===== config.mk =====
export PLATFORM = sky130hd
export DESIGN_NAME = axis_block_accumulator
export DESIGN_NICKNAME = d
export VERILOG_FILES = /design/src/rtl/axis_block_accumulator.sv
export SDC_FILE = /design/constraint.sdc
export NUM_CORES = 1
export LEC_CHECK = 0
export CAP_MARGIN = 20
export CORE_MARGIN = 1.5
export CORE_UTILIZATION = 60
export CTS_CLUSTER_DIAMETER = 150
export DETAILED_ROUTE_END_ITERATION = 8
export GPL_TIMING_DRIVEN = 0
export PLACE_DENSITY = 0.85
export SLEW_MARGIN = 15
export SYNTH_ARGS = -nofsm -noshare
export SYNTH_HDL_FRONTEND = slang
export SYNTH_SLANG_ARGS = --single-unit

===== constraint.sdc =====
create_clock -name clk -period 3.9 [get_ports clk]
set_input_delay 0.585 -clock clk [delete_from_list [all_inputs] [get_ports clk]]
set_output_delay 0.585 -clock clk [all_outputs]
set_load 0.01 [all_outputs]

===== src/rtl/axis_block_accumulator.sv =====
// ----------------------------------------------------------------------------
// axis_block_accumulator
//
// Purpose:
//   AXI-Stream block reducer. Consumes ACC_COUNT samples per block and emits
//   one reduced result per block: either the block sum or the power-of-two
//   average (sum >> ACC_COUNT_LOG). Each result is presented REPETITIONS
//   times on the output stream. Accumulation and output never overlap.
//
// Ports:
//   clk           in   rising-edge clock
//   rst           in   asynchronous active-low reset
//   mode_avg      in   0 = sum, 1 = average; latched on first sample of a block
//   input_valid   in   AXIS valid for input samples
//   input_ready   out  AXIS ready for input samples
//   input_data    in   sample, DATA_WIDTH bits
//   output_valid  out  AXIS valid for results
//   output_ready  in   AXIS ready for results
//   output_data   out  result, DATA_WIDTH+ACC_COUNT_LOG bits, right-aligned
//   output_last   out  high on the final repetition beat of a result
// ----------------------------------------------------------------------------
module axis_block_accumulator #(
    parameter int DATA_WIDTH    = 16,
    parameter int ACC_COUNT_LOG = 8,
    parameter int ACC_COUNT     = 256,
    parameter int IS_SIGNED     = 0,
    parameter int REPETITIONS   = 1
) (
    input  logic                                clk,
    input  logic                                rst,
    input  logic                                mode_avg,
    input  logic                                input_valid,
    output logic                                input_ready,
    input  logic [DATA_WIDTH-1:0]               input_data,
    output logic                                output_valid,
    input  logic                                output_ready,
    output logic [DATA_WIDTH+ACC_COUNT_LOG-1:0] output_data,
    output logic                                output_last
);

    localparam int OW    = DATA_WIDTH + ACC_COUNT_LOG;
    localparam int CNT_W = $clog2(ACC_COUNT + 1);
    localparam int REP_W = $clog2(REPETITIONS + 1);

    localparam logic [CNT_W-1:0] CNT_LAST = CNT_W'(ACC_COUNT - 1);
    localparam logic [REP_W-1:0] REP_LAST = REP_W'(REPETITIONS - 1);

    typedef enum logic [0:0] {
        ACCUM  = 1'b0,
        OUTPUT = 1'b1
    } state_t;

    // Widen a sample to the accumulator width: sign-extend for two's
    // complement inputs, zero-extend otherwise.
    function automatic logic signed [OW-1:0] extend_sample(input logic [DATA_WIDTH-1:0] d);
        logic                 sign_bit;
        logic signed [OW-1:0] r;
        sign_bit = (IS_SIGNED != 0) ? d[DATA_WIDTH-1] : 1'b0;
        r = {OW{sign_bit}};
        r[DATA_WIDTH-1:0] = d;
        return r;
    endfunction

    // Power-of-two average; truncates toward minus infinity in both modes.
    function automatic logic signed [OW-1:0] avg_shift(input logic signed [OW-1:0] s);
        if (IS_SIGNED != 0) begin
            return s >>> ACC_COUNT_LOG;
        end
        return $signed($unsigned(s) >> ACC_COUNT_LOG);
    endfunction

    state_t               r_state;
    state_t               w_state_nxt;
    logic                 r_run;
    logic signed [OW-1:0] r_acc;
    logic signed [OW-1:0] r_result;
    logic [CNT_W-1:0]     r_cnt;
    logic [REP_W-1:0]     r_rep;
    logic                 r_mode;

    logic                 w_in_hs;
    logic                 w_out_hs;
    logic                 w_mode;
    logic                 w_last_in;
    logic                 w_last_out;
    logic signed [OW-1:0] w_sum;

    assign w_in_hs    = input_valid && input_ready;
    assign w_out_hs   = output_valid && output_ready;
    // First sample of a block uses the live mode so ACC_COUNT=1 works.
    assign w_mode     = (r_cnt == '0) ? mode_avg : r_mode;
    assign w_sum      = r_acc + extend_sample(input_data);
    assign w_last_in  = w_in_hs && (r_cnt == CNT_LAST);
    assign w_last_out = w_out_hs && (r_rep == REP_LAST);
    assign output_data = r_result;

    // ---- state register ----
    always_ff @(posedge clk or negedge rst) begin
        if (!rst) begin
            r_state <= ACCUM;
        end else begin
            r_state <= w_state_nxt;
        end
    end

    // ---- next state and handshake outputs ----
    always_comb begin
        w_state_nxt  = r_state;
        input_ready  = 1'b0;
        output_valid = 1'b0;
        output_last  = 1'b0;
        case (r_state)
            ACCUM: begin
                // r_run holds ready low until the first edge after reset release.
                input_ready = r_run;
                if (w_last_in) begin
                    w_state_nxt = OUTPUT;
                end
            end
            OUTPUT: begin
                output_valid = 1'b1;
                output_last  = (r_rep == REP_LAST);
                if (w_last_out) begin
                    w_state_nxt = ACCUM;
                end
            end
            default: begin
                w_state_nxt = ACCUM;
            end
        endcase
    end

    // ---- accumulator, counters and result register ----
    always_ff @(posedge clk or negedge rst) begin
        if (!rst) begin
            r_run    <= 1'b0;
            r_acc    <= '0;
            r_result <= '0;
            r_cnt    <= '0;
            r_rep    <= '0;
            r_mode   <= 1'b0;
        end else begin
            r_run <= 1'b1;
            if (w_in_hs) begin
                if (r_cnt == '0) begin
                    r_mode <= mode_avg;
                end
                if (w_last_in) begin
                    r_result <= w_mode ? avg_shift(w_sum) : w_sum;
                    r_acc    <= '0;
                    r_cnt    <= '0;
                    r_rep    <= '0;
                end else begin
                    r_acc <= w_sum;
                    r_cnt <= r_cnt + CNT_W'(1);
                end
            end
            if (w_out_hs) begin
                if (w_last_out) begin
                    r_rep <= '0;
                end else begin
                    r_rep <= r_rep + REP_W'(1);
                end
            end
        end
    end

endmodule


### After elaboration in Yosys (flattened, before gate mapping)

Index checks and enable logic that the tools add are counted.

* bits in registers: 61
* input port bits: 21
* output and inout port bits: 27
* logic and storage cells: 36

* add/sub/neg operators: 3
* equality and inequality tests: 1
* mux-type cells: 14
* bitwise operators: 2
* reductions and logical operators: 9

Operator list (number)
* two-way mux 24 bit: 2
* adder 24 x 17 -> 24 bit: 1
* two-way mux 1 bit: 10
* adder 9 x 1 -> 9 bit (second input constant): 1
* == test 9 x 8 -> 1 bit (second input constant): 1
* zero test 9 bit: 1
* two-way mux 9 bit: 1
* logical AND 1 bit: 4
* AND reduction 2 bit: 2
* nonzero test 2 bit: 2
* inverter 1 bit: 2
* case mux 1 bit (2 select lines): 1
* adder 1 bit (second input constant): 1

### Depth between registers and ports, before layout

Gate-level depths: netlist of run 1.

* word-level depth: 6
* mapped depth: 10
* gate-level depth less buffers: 9

### Worst setup path before layout of run 1

Ideal clock, no wire load.

* path type: input to register
* start point: input port input_data[0]
* end point: register r_acc[22]
* setup time: 0.121 ns
* arrival: 2.479 ns
* required time: 3.779 ns
* path slack: 1.300 ns
* stages on the path: 9
* buffers on the path: 0
* cells stage by stage: ha_1 fa_1 a21o_1 and3_1 o21ai_1 nand2_1 a221o_1 a31o_2 a22o_1

* word-level cells in the longest chain between the ends: 2

RTL lines
* start, declared: line 34 `input logic [DATA_WIDTH-1:0] input_data,`
* adder 24 x 17 -> 24 bit: line 92 `assign w_sum = r_acc + extend_sample(input_data);`
* two-way mux 24 bit: line 148 `if (w_last_in) begin`
* end signal, assigned: line 154 `r_acc <= w_sum;`
* end, declared: line 75 `logic signed [OW-1:0] r_acc;`

No other way between the ends.
A chain may end at the register's enable or synchronous reset.

### Final worst setup path of run 1

* start point: input port input_data[6]
* end point: register r_result[5] (netlist: output_data[5])

* word-level cells in the longest chain between the ends: 2

RTL lines
* adder 24 x 17 -> 24 bit: line 92
* two-way mux 24 bit: line 149 `r_result <= w_mode ? avg_shift(w_sum) : w_sum;`
* end signal, assigned: line 149
* end, declared: line 76 `logic signed [OW-1:0] r_result;`

No other way between the ends.

==> summary.log, run 1 <==
[floorplan] die height 82.4 um
[timing] final clock period utilization by the worst path 0.785
[detailed_routing] count of vias placed by the detailed router 3,535
[setup_path] Worst Path Class, Setup in -> reg
[logic_synthesis] Post-Syn Instances 419
[clocking] Worst-path clk slew 70 ps
[grt] total overflow reported by the global router 0
[timing] smallest setup slack after layout 837 ps
[setup_path] Critical Path Sink Type register
[timing] maximum frequency from static timing analysis 0.327 GHz
[placed_design] number of port buffers 47
[final_layout] fraction of final layout cells with drive strength greater than 1 0.0622
[grt] via count of the first global-routing pass 3,278
[detailed_routing] wire length per cell after detailed routing 18.6 um
[setup_path] cell family with most CP delay compound AO/OA/AOI/OAI gates
[final_layout] diodes inserted 0
[setup_path] WP buf/inv 1
[floorplan] initial core utilization 0.632
[status] run status finished, final reports clean
[setup_path] crit-path cells clkdlybuf4s50_1 > ha_1 > a21oi_1 > o211ai_1 > a21boi_0 > o41ai_1 > xor2_1 > a22oi_1 > nand2_1
[logic_synthesis] Post-Synthesis Net Count 460
[logic_synthesis] library cell with the largest summed area after synthesis sky130_fd_sc_hd__dfrtp_1
[timing] setup repair after global routing missed its margin no
[timing] final setup violating endpoints 0
[detailed_routing] post-detailed-route count of antenna-violating nets 0
[pwr] Worst VDD drop 0.501 mV
[timing] transition time of the tightest slew-check pin 770 ps
[detailed_routing] via count normalized by instance count 6.35
[setup_path] required arrival time at the worst endpoint 4180 ps
[logic_synthesis] share of the yosys chip area belonging to registers 0.403
[setup_path] setup slack on the worst flop-to-flop path 1100 ps
[clocking] root cell of the clock tree sky130_fd_sc_hd__clkbuf_8
[grt] wire length of the first global-routing pass 16.1 mm
[clocking] maximum root-to-sink buffer count 2
[flow_run] number of max-cap violations 0
[placed_design] final weighted congestion of routability-driven global placement 0.991
[setup_path] worst endpoint data arrival time 3340 ps
[logic_synthesis] YS warnings 0
[timing] endpoints failing hold 0
[setup_path] delay of the slowest cell on the worst path 570 ps
[clocking] number of buffers inserted by hold repair at cts 0
[logic_synthesis] largest cells by area after synthesis sky130_fd_sc_hd__dfrtp_1, sky130_fd_sc_hd__ha_1, sky130_fd_sc_hd__nand2_1, sky130_fd_sc_hd__a22o_1, sky130_fd_sc_hd__a21oi_1
[logic_synthesis] Yosys top cell area share 0.403
[logic_synthesis] commonest register cell after synthesis sky130_fd_sc_hd__dfrtp_1
[logic_synthesis] Synth top cells by count sky130_fd_sc_hd__dfrtp_1, sky130_fd_sc_hd__nand2_1, sky130_fd_sc_hd__a21oi_1, sky130_fd_sc_hd__o21ai_0, sky130_fd_sc_hd__nor2_1
[placed_design] hpwl dp 7.52 mm
[clocking] insertion delay of the later-clocked pin in the worst-skew pair 350 ps
[grt] pin count of the biggest net entering global routing 62
[floorplan] boundary pin count 48
[detailed_routing] wire length reported by the detailed router 10.3 mm
[logic_synthesis] number of flip-flops and latches in the synthesized netlist 61
[timing] worst-case clock skew 8.41 ps
[clocking] CTS tree done
[grt] antenna violations before repair 0
[detailed_routing] number of optimization iterations in the first detailed-route pass 5
[clocking] sinks on the clock net 61
[setup_path] Worst Path Max Fanout 7
[clocking] number of buffers inserted to repair setup after CTS 0
[logic_synthesis] most frequent cell after synthesis sky130_fd_sc_hd__dfrtp_1
[pwr] static leakage 2.02 nW
[pwr] power density over cell area 618 nW/um^2
[logic_synthesis] number of different library cells in the post-synthesis netlist 59
[timing] count of final max-slew check failures 0
[timing] Final TNS setup 0 ps
[setup_path] Slowest cell on crit path sky130_fd_sc_hd__a21boi_0
[floorplan] Die ar. 6790 um^2
[floorplan] row cnt 28
[floorplan] overall die width 82.4 um
[final_layout] synthesis-to-layout area growth 19.9%
[worst_hold_path] worst min-delay path category in -> async
[timing] final worst path period need 3060 ps
[setup_path] type of origin of the critical path input pin
[detailed_routing] initial DRC count 326
[logic_synthesis] async set-or-reset flop fraction in the synthesized netlist 1.00
[logic_synthesis] Syn Std Cell Area 3780 um^2
[logic_synthesis] mean instance size in the synthesized netlist 9.03 um^2
[clocking] Clock H-tree levels 3
[detailed_routing] number of design rule violations left after detail routing 0
[timing] Slew headroom 0.487
[grt] global routing usage summed across all routing layers 0.326
[floorplan] area of the placeable core 5990 um^2
[logic_synthesis] number of synthesized flops with an enable pin 0
[placed_design] post-placement setup slack 568 ps
[clocking] number of cells upsized or downsized after cts 0
[final_layout] Post-layout nets 518
[clocking] TritonCTS Buffers 9
layer usage:
metal / GRT usage / wire, um / vias to the layer above / share of wire
li1: - / - / 1650 / -
met1: 0.426 / 4460 / 1680 / 0.43
met2: 0.511 / 4770 / 169 / 0.46
met3: 0.0681 / 701 / 36 / 0.068
met4: 0.164 / 413 / 0 / 0.040
met5: 0 / 0 / - / 0
worst paths after layout:
path                                       from              end  depth (start not counted)
worst max-delay path              input_data[6]   output_data[5]                          9
worst min-delay path                        rst  output_data[23]                          1
worst max register to register         r_cnt[0]  output_data[11]                         10
worst min register to register  output_data[21]  output_data[21]                          2
max in group asynchronous                   rst   output_data[4]                          1
min in group clk                output_data[21]  output_data[21]                          2
layout make-up:
class / instances / area [um^2]
Buffer: 24 / 114
Clock buffer: 12 / 145
Clock inverter: 4 / 47.5
Fill cell: 453 / 1450
Inverter: 10 / 37.5
Multi-Input combinational cell: 324 / 2110
Sequential cell: 61 / 1530
Tap cell: 75 / 93.8
Timing Repair Buffer: 47 / 468
sequential cells by signal (all words and copies together), names as in the netlist:
| register | cells |
|---|---|
| output_data | 24 |
| r_acc | 24 |
| r_cnt | 9 |
| r_mode | 1 |
| r_rep | 1 |
| r_run | 1 |
| r_state | 1 |
cells by family after synthesis:
| group | count (synthesis) | share of synthesized area |
|---|---|---|
| and+or+nand+nor | 136 | 0.174 |
| AOI/OAI and AO/OA | 141 | 0.250 |
| adders and majority gates | 20 | 0.0681 |
| muxes | 8 | 0.0218 |
| DFF | 61 | 0.403 |
| xor gates and xnor gates | 18 | 0.0417 |
| buffers and inverters | 34 | 0.0400 |
| other | 1 | 0.000991 |
where the power goes:
| group | switching [mW] | leakage, nW | internal, mW |
|---|---|---|---|
| Sequential | 0.101 | 0.791 | 0.754 |
| Clock | 0.257 | 0.0964 | 0.311 |
| Combinational | 0.856 | 1.13 | 0.526 |
metrics by stage:
step	power, mW	utilization	hold slack [ps]	cell area, um^2	cells
2_1_floorplan	1.83	-	289	3780	419
3_3_place_gp	2.15	0.726	451	4350	541
3_5_place_dp	2.19	0.726	456	4350	541
4_1_cts	2.76	0.758	349	4540	557
5_1_grt	2.95	0.758	384	4540	557
6_report	2.80	0.758	303	4540	557
placed cells by master, fill, tap and decap left out, types with 4 or more instances in the layout:
master	n
sky130_fd_sc_hd__nand4_1	4
sky130_fd_sc_hd__xnor2_1	12
sky130_fd_sc_hd__nor3_1	5
sky130_fd_sc_hd__buf_4	5
sky130_fd_sc_hd__o31ai_1	5
sky130_fd_sc_hd__o21a_1	4
sky130_fd_sc_hd__and3_1	8
sky130_fd_sc_hd__a21o_1	8
sky130_fd_sc_hd__inv_1	10
sky130_fd_sc_hd__clkdlybuf4s50_1	46
sky130_fd_sc_hd__a31oi_1	7
sky130_fd_sc_hd__clkbuf_8	10
sky130_fd_sc_hd__a22oi_1	5
sky130_fd_sc_hd__nand3_1	10
sky130_fd_sc_hd__dfrtp_1	61
sky130_fd_sc_hd__a21oi_1	31
sky130_fd_sc_hd__mux2i_1	6
sky130_fd_sc_hd__nor2_1	24
sky130_fd_sc_hd__xor2_1	6
sky130_fd_sc_hd__ha_1	19
sky130_fd_sc_hd__nand2_1	58
sky130_fd_sc_hd__clkbuf_1	19
sky130_fd_sc_hd__o21ai_1	6
sky130_fd_sc_hd__o21ai_0	31
sky130_fd_sc_hd__a22o_1	18
sky130_fd_sc_hd__and2_1	5
No activity file was read; power rests on OpenSTA's default activity.
==> run 2, diff against run 1 <==
--- a/config.mk
+++ b/config.mk
@@ -7,11 +7,11 @@
 export LEC_CHECK = 0
 export CAP_MARGIN = 20
 export CORE_MARGIN = 1.5
-export CORE_UTILIZATION = 60
+export CORE_UTILIZATION = 56
 export CTS_CLUSTER_DIAMETER = 150
 export DETAILED_ROUTE_END_ITERATION = 8
 export GPL_TIMING_DRIVEN = 0
-export PLACE_DENSITY = 0.85
+export PLACE_DENSITY = 0.81
 export SLEW_MARGIN = 15
 export SYNTH_ARGS = -nofsm -noshare
 export SYNTH_HDL_FRONTEND = slang
==> constraint.sdc (replaced) <==
create_clock -name clk -period 2.9 [get_ports clk]
set_input_delay 0.435 -clock clk [delete_from_list [all_inputs] [get_ports clk]]
set_output_delay 0.435 -clock clk [all_outputs]
set_load 0.01 [all_outputs]
==> run 2 against run 1 <==
  * The run now ends with design-rule violations left
  * Via count grew 1.8%
  * Sequential share of layout area shrank 0.46 points
  * First-iteration DRC count grew 12%
  * Global-route usage shrank 1.8 points
  * Largest cell class unchanged
==> summary.log, run 2 (synthesized netlist as in run 1, its figures left out) <==
[timing] worst slack on hold paths 162 ps [was 303 ps]
[final_layout] diodes inserted 0 [unchanged]
[floorplan] boundary pin count 48 [unchanged]
[clocking] CTS tree done [unchanged]
[timing] Final TNS setup 0 ps [unchanged]
[detailed_routing] wire length reported by the detailed router 10.6 mm [was 10.3 mm]
[clocking] maximum root-to-sink buffer count 2 [unchanged]
[status] run status complete, but fails checks [was finished, final reports clean]
[final_layout] fillcell total 494 [was 453]
[pwr] cell internal power dissipation 2.27 mW [was 1.59 mW]
[final_layout] most frequent cells in the layout sky130_fd_sc_hd__dfrtp_1, sky130_fd_sc_hd__nand2_1, sky130_fd_sc_hd__clkdlybuf4s50_1 [unchanged]
[detailed_routing] initial DRC count 365 [was 326]
[pwr] relative contribution of combinational cells to total power 0.483 [was 0.493]
[grt] antenna violations before repair 0 [unchanged]
[setup_path] type of origin of the critical path input pin [unchanged]
[clocking] root cell of the clock tree sky130_fd_sc_hd__clkbuf_8 [unchanged]
[floorplan] Die ar. 7260 um^2 [was 6790 um^2]
[setup_path] setup slack on the worst flop-to-flop path 200 ps [was 1100 ps]
[setup_path] critical register-to-register path startpoint r_cnt[0] [unchanged]
[timing] endpoints failing hold 0 [unchanged]
[floorplan] initial core utilization 0.589 [was 0.632]
[status] failing checks design-rule violations
[clocking] TritonCTS Buffers 9 [unchanged]
[floorplan] overall die width 85.2 um [was 82.4 um]
[setup_path] required arrival time at the worst endpoint 3130 ps [was 4180 ps]
[pwr] sequential power share 0.292 [was 0.305]
[grt] wire length of the first global-routing pass 17.3 mm [was 16.1 mm]
[pwr] static leakage 2.04 nW [was 2.02 nW]
[flow_run] number of max-cap violations 0 [unchanged]
[timing] final worst path period need 2790 ps
[pwr] net switching component of the power 1.68 mW [was 1.21 mW]
[placed_design] hpwl dp 7.63 mm [was 7.52 mm]
[grt] pin count of the biggest net entering global routing 62 [unchanged]
[timing] maximum frequency from static timing analysis 0.358 GHz
[timing] count of final max-slew check failures 0 [unchanged]
[pwr] overall power consumption 3.94 mW [was 2.80 mW]
[timing] final setup violating endpoints 0 [unchanged]
[setup_path] worst endpoint data arrival time 3030 ps [was 3340 ps]
[final_layout] fraction of final layout cells with drive strength greater than 1 0.0748 [was 0.0622]
[placed_design] number of port buffers 47 [unchanged]
[setup_path] Critical Path Sink Type register [unchanged]
[final_layout] Post-layout nets 517 [was 518]
[pwr] Switching Share 0.425 [was 0.433]
[pwr] Worst VDD drop 0.604 mV [was 0.501 mV]
[detailed_routing] number of design rule violations left after detail routing 4 [was 0]
[setup_path] Register-to-Register Path Depth 9 [was 10]
[grt] global routing usage summed across all routing layers 0.308 [was 0.326]
[setup_path] Worst Path Max Fanout 3 [was 7]
[detailed_routing] wire length per cell after detailed routing 19.0 um [was 18.6 um]
[placed_design] number of cells in the design after placement 543 [was 541]
[final_layout] synthesis-to-layout area growth 21.6% [was 19.9%]
[timing] worst-case clock skew 13.2 ps [was 8.41 ps]
[timing] transition time of the tightest slew-check pin 766 ps [was 770 ps]
[detailed_routing] number of optimization iterations in the first detailed-route pass 8 [was 5]
[grt] via count of the first global-routing pass 3,511 [was 3,278]
[detailed_routing] via count normalized by instance count 6.45 [was 6.35]
[timing] Slew headroom 0.489 [was 0.487]
[floorplan] area of the placeable core 6420 um^2 [was 5990 um^2]
[final_layout] most frequent standard cell in the layout excluding fill and tap cells sky130_fd_sc_hd__dfrtp_1 [unchanged]
[setup_path] Worst Path Class, Setup in -> reg [unchanged]
[pwr] power density over cell area 857 nW/um^2 [was 618 nW/um^2]
[worst_hold_path] worst min-delay path category in -> async [unchanged]
[timing] setup repair after global routing missed its margin no [unchanged]
[final_layout] post-route core utilization 0.717 [was 0.758]
[placed_design] final weighted congestion of routability-driven global placement 0.919 [was 0.991]
[detailed_routing] count of vias placed by the detailed router 3,597 [was 3,535]
[timing] final clock period utilization by the worst path 0.963
[detailed_routing] post-detailed-route count of antenna-violating nets 0 [unchanged]
[setup_path] R2R Path End output_data[5] [was output_data[11]]
[pwr] Clk pwr share 0.225 [was 0.202]
[clocking] number of buffers inserted by hold repair at cts 0 [unchanged]
[clocking] insertion delay of the later-clocked pin in the worst-skew pair 340 ps [was 350 ps]
[clocking] Worst-path clk slew 70 ps [about the same]
[floorplan] row cnt 29 [was 28]
[clocking] Clock H-tree levels 3 [unchanged]
[grt] total overflow reported by the global router 0 [unchanged]
[final_layout] count of non-filler cells in the finished layout 558 [was 557]
[floorplan] die height 85.2 um [was 82.4 um]
[clocking] sinks on the clock net 61 [unchanged]
-- run 2: metrics by stage --
| stage | worst slack (ps) | instance area, um^2 |
|---|---|---|
| 6_report | 107 | 4600 |
| 5_1_grt | 15.2 | 4600 |
| 4_1_cts | 76.3 | 4580 |
| 3_5_place_dp | -264 | 4350 |
| 3_3_place_gp | -559 | 4350 |
| 2_1_floorplan | 450 | 3780 |
-- run 2: final cells by class --
class	instances	area [um^2]	area share
Multi-Input combinational cell	324	2130	0.463
Sequential cell	61	1530	0.332
Timing Repair Buffer	47	468	0.102
Clock buffer	11	151	0.0329
Buffer	23	110	0.0239
Tap cell	77	96.3	0.0209
Clock inverter	5	81.3	0.0177
Inverter	10	37.5	0.00816
-- run 2: how the worst max path moves through the flow --
stage / from / end / slack, ps / depth (start not counted)
6_report: input_data[0] / r_acc[22] / 110 / 10
3_3_place_gp: rst / r_acc[0] / -560 / 1
3_5_place_dp: input_data[0] / output_data[10] / -260 / 10
5_1_grt: r_cnt[0] / output_data[5] / 20 / 9
4_1_cts: input_data[3] / output_data[15] / 80 / 9
2_1_floorplan: input_data[0] / r_acc[22] / 450 / 9
-- run 2: repair_timing --
| item | 4_1_cts | 5_1_grt |
|---|---|---|
| buffers inserted | 0 | 0 |
| endpoints found under the setup margin | 0 | 12 |
| gates resized for setup | 0 | 5 |
| hold endpoints to repair | 0 | 0 |
-- run 2: critical path, stage by stage --
cell	delay (ps)
sky130_fd_sc_hd__clkdlybuf4s50_1	420
sky130_fd_sc_hd__ha_1	240
sky130_fd_sc_hd__fa_1	410
sky130_fd_sc_hd__a21o_1	210
sky130_fd_sc_hd__and3_1	210
sky130_fd_sc_hd__o21ai_2	200
sky130_fd_sc_hd__nand2_1	90
sky130_fd_sc_hd__a221o_1	350
sky130_fd_sc_hd__a31o_2	250
sky130_fd_sc_hd__a22o_1	200
-- run 2: routing by layer --
metal | part of all wire | wire (um) | vias up | track usage
met5 | 0 | 0 | - | 0
met3 | 0.079 | 834 | 45 | 0.0554
met1 | 0.42 | 4430 | 1711 | 0.395
met2 | 0.46 | 4910 | 195 | 0.500
li1 | - | - | 1646 | -
met4 | 0.042 | 444 | 0 | 0.155
-- run 2: power groups by stage --
stage | sequential [mW] | combinational, mW | clock [mW]
3_3_place_gp | 1.15 | 1.74 | 0
6_report | 1.15 | 1.90 | 0.887
5_1_grt | 1.17 | 2.06 | 0.935
2_1_floorplan | 1.13 | 1.34 | 0
4_1_cts | 1.15 | 1.82 | 0.891
3_5_place_dp | 1.16 | 1.78 | 0
